--- config.mk ---
export PLATFORM = sky130hd
export DESIGN_NAME = seq_mag_comparator
export DESIGN_NICKNAME = d
export VERILOG_FILES = /design/src/rtl/seq_mag_comparator.sv
export SDC_FILE = /design/constraint.sdc
export NUM_CORES = 1
export LEC_CHECK = 0
export ABC_AREA = 1
export CAP_MARGIN = 25
export CORE_MARGIN = 2
export CORE_UTILIZATION = 55
export CTS_CLUSTER_DIAMETER = 40
export DETAILED_ROUTE_END_ITERATION = 6
export GPL_TIMING_DRIVEN = 0
export PLACE_DENSITY = 0.9
export SYNTH_ARGS = -nofsm -noshare
export SYNTH_HDL_FRONTEND = slang
export SYNTH_SLANG_ARGS = --single-unit
--- constraint.sdc ---
create_clock -name clk -period 4.77 [get_ports clk]
set_clock_uncertainty 0.05 [all_clocks]
set_input_delay 0.954 -clock clk [delete_from_list [all_inputs] [get_ports clk]]
set_output_delay 0.954 -clock clk [all_outputs]
set_load 0.02 [all_outputs]
--- src/rtl/seq_mag_comparator.sv ---
// Iterative magnitude comparator: walks the operands DIGIT bits per cycle from
// the MSB digit and stops at the first differing digit, reporting eq/gt/lt.
module seq_mag_comparator #(
  parameter int WIDTH = 16,
  parameter int DIGIT = 2
) (
  input  logic             clk,
  input  logic             reset_n,
  input  logic             start,
  input  logic             signed_mode,
  input  logic [WIDTH-1:0] num0,
  input  logic [WIDTH-1:0] num1,
  output logic             ready,
  output logic             done,
  output logic             eq,
  output logic             gt,
  output logic             lt
);

  localparam int NDIG = WIDTH / DIGIT;
  localparam int IW   = (NDIG > 1) ? $clog2(NDIG) : 1;
  localparam logic [IW-1:0] LAST = IW'(NDIG - 1);

  typedef enum logic [1:0] {IDLE, CMP, DONE} state_t;

  state_t           state;
  logic [WIDTH-1:0] a_reg, b_reg;
  logic             smode_reg;
  logic [IW-1:0]    idx;

  logic [WIDTH-1:0] a_sh, b_sh;
  logic [DIGIT-1:0] dig_a, dig_b;

  // NOTE: every always_comb output gets a default first so no latch is inferred.
  always_comb begin
    a_sh  = a_reg >> (int'(idx) * DIGIT);
    b_sh  = b_reg >> (int'(idx) * DIGIT);
    dig_a = a_sh[DIGIT-1:0];
    dig_b = b_sh[DIGIT-1:0];
    // Flipping the sign bit maps two's-complement order onto unsigned order.
    if (smode_reg && idx == LAST) begin
      dig_a[DIGIT-1] = ~dig_a[DIGIT-1];
      dig_b[DIGIT-1] = ~dig_b[DIGIT-1];
    end
  end

  // NOTE: sequential state uses non-blocking assignments only, so every
  // register samples its inputs as they were before the edge.
  always_ff @(posedge clk) begin
    if (!reset_n) begin
      state     <= IDLE;
      ready     <= 1'b1;
      done      <= 1'b0;
      eq        <= 1'b0;
      gt        <= 1'b0;
      lt        <= 1'b0;
      a_reg     <= '0;
      b_reg     <= '0;
      smode_reg <= 1'b0;
      idx       <= '0;
    end else begin
      case (state)
        IDLE: begin
          done <= 1'b0;
          if (start) begin
            a_reg     <= num0;
            b_reg     <= num1;
            smode_reg <= signed_mode;
            idx       <= LAST;
            eq        <= 1'b0;
            gt        <= 1'b0;
            lt        <= 1'b0;
            ready     <= 1'b0;
            state     <= CMP;
          end
        end
        CMP: begin
          if (dig_a > dig_b) begin
            gt    <= 1'b1;
            done  <= 1'b1;
            state <= DONE;
          end else if (dig_a < dig_b) begin
            lt    <= 1'b1;
            done  <= 1'b1;
            state <= DONE;
          end else if (idx == '0) begin
            eq    <= 1'b1;
            done  <= 1'b1;
            state <= DONE;
          end else begin
            idx <= idx - 1'b1;
          end
        end
        DONE: begin
          done  <= 1'b0;
          ready <= 1'b1;
          state <= IDLE;
        end
        default: begin
          done  <= 1'b0;
          ready <= 1'b1;
          state <= IDLE;
        end
      endcase
    end
  end

endmodule

# After elaboration in Yosys (flattened, before gate mapping)
# Index checks and enable logic that the tools add are counted.
# totals
ff_bits	43
out_inout_bits	5
elab_cells	66
# classes
addsub	1
order_cmp	2
eq_ne	10
n_shift	2
mux	25
n_bitwise	3
reduce_logical	13
# ops
operator	count
right shift 16 x 4 -> 2 bit	2
inequality test 2 bit, second input constant	7
two-way mux 3 bit	4
two-way mux 1 bit	11
AND reduction 5 bit	2
two-way mux 2 bit	4
one-hot mux 1 bit (2 select lines)	4
AND reduction 2 bit	4
one-hot mux 3 bit (2 select lines)	1
inequality test 4 bit, second input constant	1
one-hot mux 2 bit (2 select lines)	1
AND reduction 4 bit	1
equality test 3 bit, second input constant	1
zero test 3 bit	1
inverter 1 bit	3
AND reduction 3 bit	1
nonzero test 3 bit	1
subtractor 3 x 1 -> 3 bit, second input constant	1
equality test 2 x 1 -> 1 bit, second input constant	1
greater-than comparator 2 bit	1
zero test 2 bit	1
< comparator 2 bit	1
nonzero test 2 bit	1
logical AND 1 bit	1

# Longest topological paths before layout
# depth
ltp_word	7
depth_mapped	17

# Worst setup path after synthesis
# No wires, ideal clock.
# synth_timing
path_type	flip-flop to flip-flop
from	reg idx[0]
to	reg idx[0]
t_arrival_ns	1.693
path_slack_ns	2.914
stages_incl_launch_ff	17
period_less_slack_ns	1.856
cell_sequence	dfxtp_1 -> buf_6 -> buf_8 -> nand2_1 -> nand3_1 -> nand3_2 -> nand2_1 -> nand2_1 -> nand2_1 -> ha_1 -> nand2_1 -> nand2_1 -> nand2_1 -> nand2_1 -> nand2_1 -> nor2_1 -> nor2_1
# synth_via
elab_chain_len	6
elab_cells_between_ends	20
# synth_lines
element	line_no	source
start: declaration	29	logic [IW-1:0] idx;
start signal: assignment	91	idx <= idx - 1'b1;
right shift 16 x 4 -> 2 bit (tied with other cells)	36	a_sh = a_reg >> (int'(idx) * DIGIT);
inverter 1 bit (tied with other cells)	42	dig_a[DIGIT-1] = ~dig_a[DIGIT-1];
two-way mux 1 bit	41	if (smode_reg && idx == LAST) begin
< comparator 2 bit or greater-than comparator 2 bit (tied branches)	82, 78	
inequality test 2 bit (no line)	n/a	
AND reduction 5 bit (no line)	n/a	
# Parallel ways exist; a longest one is shown, timed or not. The select of a mux whose other input is x is not followed.
# A chain may end at the register's enable or synchronous reset.

# Worst setup path after layout
# layout_timing
from	reg lt
to	out lt
# layout_lines
element	line_no	source
start: declaration	17	output logic lt
start signal: assignment	56	lt <= 1'b0;
start signal: assignment	72	lt <= 1'b0;
start signal: assignment	83	lt <= 1'b1;
# No word-level cell between the ends.

==> metrics <==
worst-margin pin slew approximately 0.43 ns; DRT iter0 DRCs roughly 110; Mapped Avg Cell Area 7.07 sq um; CTS sink cnt 43; Synth cell types 26; Slew Viols, Final 0; latest clock arrival within the worst-skew pair 0.29 ns; Static Leak approximately 1.1 nW; critical path's slowest cell sky130_fd_sc_hd__clkdlybuf4s50_1; critical path peak fanout 2; CTS tree yes; count of filler cells inserted in the layout around 320; cell at the root of the clock tree sky130_fd_sc_hd__clkbuf_8; vias around 2000; period utilisation layout between 40% and 50%; critical path required time roughly 3.8 ns; vias per std cell between 5 and 6; launching element of the worst setup path lt; power per cell area ~420 nW/um^2; I/O Pins 41; count of inserted antenna diode cells 0; Reg2Reg Setup Slack 2.62 ns; time the final worst path needs with I/O delays and setup about 2.2 ns; vias in the first global route about 2000; vertical die dimension 65.1 um; Final HPWL DP roughly 3.2 mm; Hold Vio Cnt, Final 0; total detailed-routing wirelength roughly 4.6 mm; horizontal die dimension 65.1 um; clock-pin slew on the worst setup and hold paths approximately 0.08 ns; crit path cell chain clkdlybuf4s50_1; startpoint type of the worst setup path flip-flop; antenna violations before repair 0; P&R area growth vs syn 26.8%; Net Count, Synth about 330; number of routed nets with antenna violations 0; buffers and inverters on the worst path 1; Worst Path Class, Setup flip-flop to output pin; count of state elements after synthesis between 40 and 50; number of enable-type register cells in the synthesized netlist 0; global router's overall resource usage between 20% and 30%; Post CTS Setup Buffer Count 0; critical path's largest stage delay 0.60 ns; async set-reset flop share out of synthesis 0%; worst hold path type flip-flop to flip-flop; worst r2r path cells 13; deepest clock path buffer count 2; Hold Path Cell Cnt 2; Hold Path Origin b_reg[11]; htree depth 2; core area 3630 sq um; DRC Markers 0; reg-to-reg endpoint idx[0]; cts-stage hold buffer count 0; Yosys Warn Count 0; number of buffers inserted by port buffering 40; Wirelength per Cell ~12 um; Resized Gates After CTS 0; number of optimization iterations in the first detailed-route pass 4; Power Total about 1.1 mW; Final setup viols 0; data arrival time of the critical path ~1.2 ns; Final TNS setup 0 ns; worst slew margin relative to its limit a little under three quarters; RSZ-0062 raised after global routing false; sequential share of the synthesized area a little over two fifths; category of the worst setup path capture point output pin; weighted congestion at the end of routability-driven global placement 0.807; share of final-layout standard cells stronger than drive strength 1 a little under a tenth; grt ovf 0; summed instance area of the synthesized netlist ~2100 sq um; Nets roughly 380; largest delay contributor family on the critical path buffers and inverters; wire length of the first global-routing pass slightly above 8 mm; CTS buffer count 5; Initial Util between 50% and 60%; run status finished, final reports clean; count of standard-cell rows 22; maximum capacitance violations 0; Worst Hold End b_reg[11]; Die ar. about 4200 sq um; pin count of the biggest net entering global routing 15; Cells after Synth 290; fmax 0.447 GHz; critical register-to-register path startpoint idx[1]; ys flop type sky130_fd_sc_hd__dfxtp_1; worst ir drop on vdd approximately 230 uV
per-stage QoR:
step | hold slack [ns] | utilization, % | area [sq um] | cells | worst slack, ns
finish | 0.407 | 71.6 | 2600 | 386 | 2.53
global route | 0.444 | 71.6 | 2600 | 386 | 2.43
CTS | 0.412 | 71.6 | 2600 | 386 | 2.53
detailed placement | 0.399 | 69.1 | 2510 | 378 | 2.50
global placement | 0.390 | 69.1 | 2510 | 378 | 2.52
floorplan | 0.379 | - | 2050 | 290 | 2.91
worst reg2reg max path, cell delays in order (launching register included):
cell                       delay (ns)
sky130_fd_sc_hd__dfxtp_1         0.38
sky130_fd_sc_hd__buf_2           0.25
sky130_fd_sc_hd__o21ai_0         0.12
sky130_fd_sc_hd__o211ai_1        0.20
sky130_fd_sc_hd__o21ai_1         0.11
sky130_fd_sc_hd__ha_1            0.21
sky130_fd_sc_hd__inv_1           0.05
sky130_fd_sc_hd__nand2_1         0.05
sky130_fd_sc_hd__nand2_1         0.13
sky130_fd_sc_hd__nand2_1         0.11
sky130_fd_sc_hd__nand2_1         0.13
sky130_fd_sc_hd__nand2_1         0.11
sky130_fd_sc_hd__nor2_1          0.10
sky130_fd_sc_hd__nor2_1          0.05
worst max-delay path by stage:
| stage | to | slack (ns) | cells after the start |
|---|---|---|---|
| 2_1_floorplan | idx[0] | 2.91 | 16 |
| 3_3_place_gp | a_reg[1] | 2.52 | 4 |
| 3_5_place_dp | b_reg[1] | 2.50 | 4 |
| 4_1_cts | lt | 2.53 | 1 |
| 5_1_grt | idx[0] | 2.43 | 14 |
| 6_report | lt | 2.53 | 1 |
logic make-up after synthesis:
| kind of cell | after synthesis | share of synthesized area [%] |
|---|---|---|
| adder cells (fa/ha/maj) | 5 | 3.05 |
| AO/OA/AOI/OAI | 60 | 15.4 |
| AND/OR/NAND/NOR | 143 | 28.6 |
| flip-flops | 43 | 42.0 |
| buffers and inverters | 39 | 11.0 |
synthesized netlist by cell type, types with 3 or more instances:
| master | n | area, sq um |
|---|---|---|
| sky130_fd_sc_hd__nor2_1 | 73 | 274 |
| sky130_fd_sc_hd__nand2_1 | 45 | 169 |
| sky130_fd_sc_hd__dfxtp_1 | 43 | 861 |
| sky130_fd_sc_hd__o21ai_0 | 29 | 145 |
| sky130_fd_sc_hd__nand3_1 | 19 | 95.1 |
| sky130_fd_sc_hd__inv_1 | 18 | 67.6 |
| sky130_fd_sc_hd__o21ai_1 | 15 | 75.1 |
| sky130_fd_sc_hd__a21oi_1 | 9 | 45.0 |
| sky130_fd_sc_hd__buf_6 | 5 | 56.3 |
| sky130_fd_sc_hd__ha_1 | 5 | 62.6 |
| sky130_fd_sc_hd__clkbuf_1 | 4 | 15.0 |
| sky130_fd_sc_hd__inv_2 | 4 | 15.0 |
| sky130_fd_sc_hd__o22ai_1 | 3 | 18.8 |
cell usage in the layout (no fill, tap or decap):
cell type / n
sky130_fd_sc_hd__clkbuf_8: 5
sky130_fd_sc_hd__nor2_1: 73
sky130_fd_sc_hd__nand3_1: 19
sky130_fd_sc_hd__clkbuf_2: 2
sky130_fd_sc_hd__inv_2: 4
sky130_fd_sc_hd__o211ai_1: 1
sky130_fd_sc_hd__o21ai_1: 15
sky130_fd_sc_hd__ha_1: 5
sky130_fd_sc_hd__o21ai_0: 29
sky130_fd_sc_hd__nand2_1: 45
sky130_fd_sc_hd__nand2_2: 1
sky130_fd_sc_hd__inv_1: 18
sky130_fd_sc_hd__nor2_4: 1
sky130_fd_sc_hd__buf_6: 5
sky130_fd_sc_hd__o21ai_2: 2
sky130_fd_sc_hd__nor3_1: 1
sky130_fd_sc_hd__clkinvlp_4: 2
sky130_fd_sc_hd__buf_4: 2
sky130_fd_sc_hd__clkinv_2: 1
sky130_fd_sc_hd__buf_2: 1
sky130_fd_sc_hd__nand3_2: 2
sky130_fd_sc_hd__nor2_2: 1
sky130_fd_sc_hd__clkbuf_1: 4
sky130_fd_sc_hd__inv_8: 1
sky130_fd_sc_hd__a31oi_1: 1
sky130_fd_sc_hd__o22ai_1: 3
sky130_fd_sc_hd__buf_8: 2
sky130_fd_sc_hd__clkdlybuf4s50_1: 40
sky130_fd_sc_hd__a21oi_1: 9
sky130_fd_sc_hd__dfxtp_1: 43
per-layer routing:
layer | routed length, um | vias up | share of wire [%] | GRT usage (%)
met3 | 222 | 8 | 4.8 | 6.60
met4 | 48 | 0 | 1.0 | 7.29
li1 | - | 1026 | - | -
met5 | 0 | - | 0 | 0
met1 | 2000 | 931 | 43 | 27.9
met2 | 2330 | 51 | 51 | 45.7
report_power, final:
group	leakage [nW]	switching [mW]	total (mW)	internal, mW
combinational	0.748	0.247	0.416	0.170
clock	0.0402	0.128	0.230	0.102
sequential	0.356	0.0280	0.444	0.416
total	1.14	0.403	1.09	0.687
layout make-up:
| cell class | instances | area, sq um | share of cell area, % |
|---|---|---|---|
| flip-flops and latches | 43 | 861 | 33.1 |
| multi-input cells | 208 | 965 | 37.1 |
| well taps | 48 | 60.1 | 2.31 |
| repair buffers | 40 | 400 | 15.4 |
| plain buffers | 16 | 131 | 5.05 |
| clock buffers | 5 | 68.8 | 2.65 |
| clock inverters | 3 | 20.0 | 0.770 |
| inverters | 23 | 93.8 | 3.61 |
(Power assumes the default switching activity.)
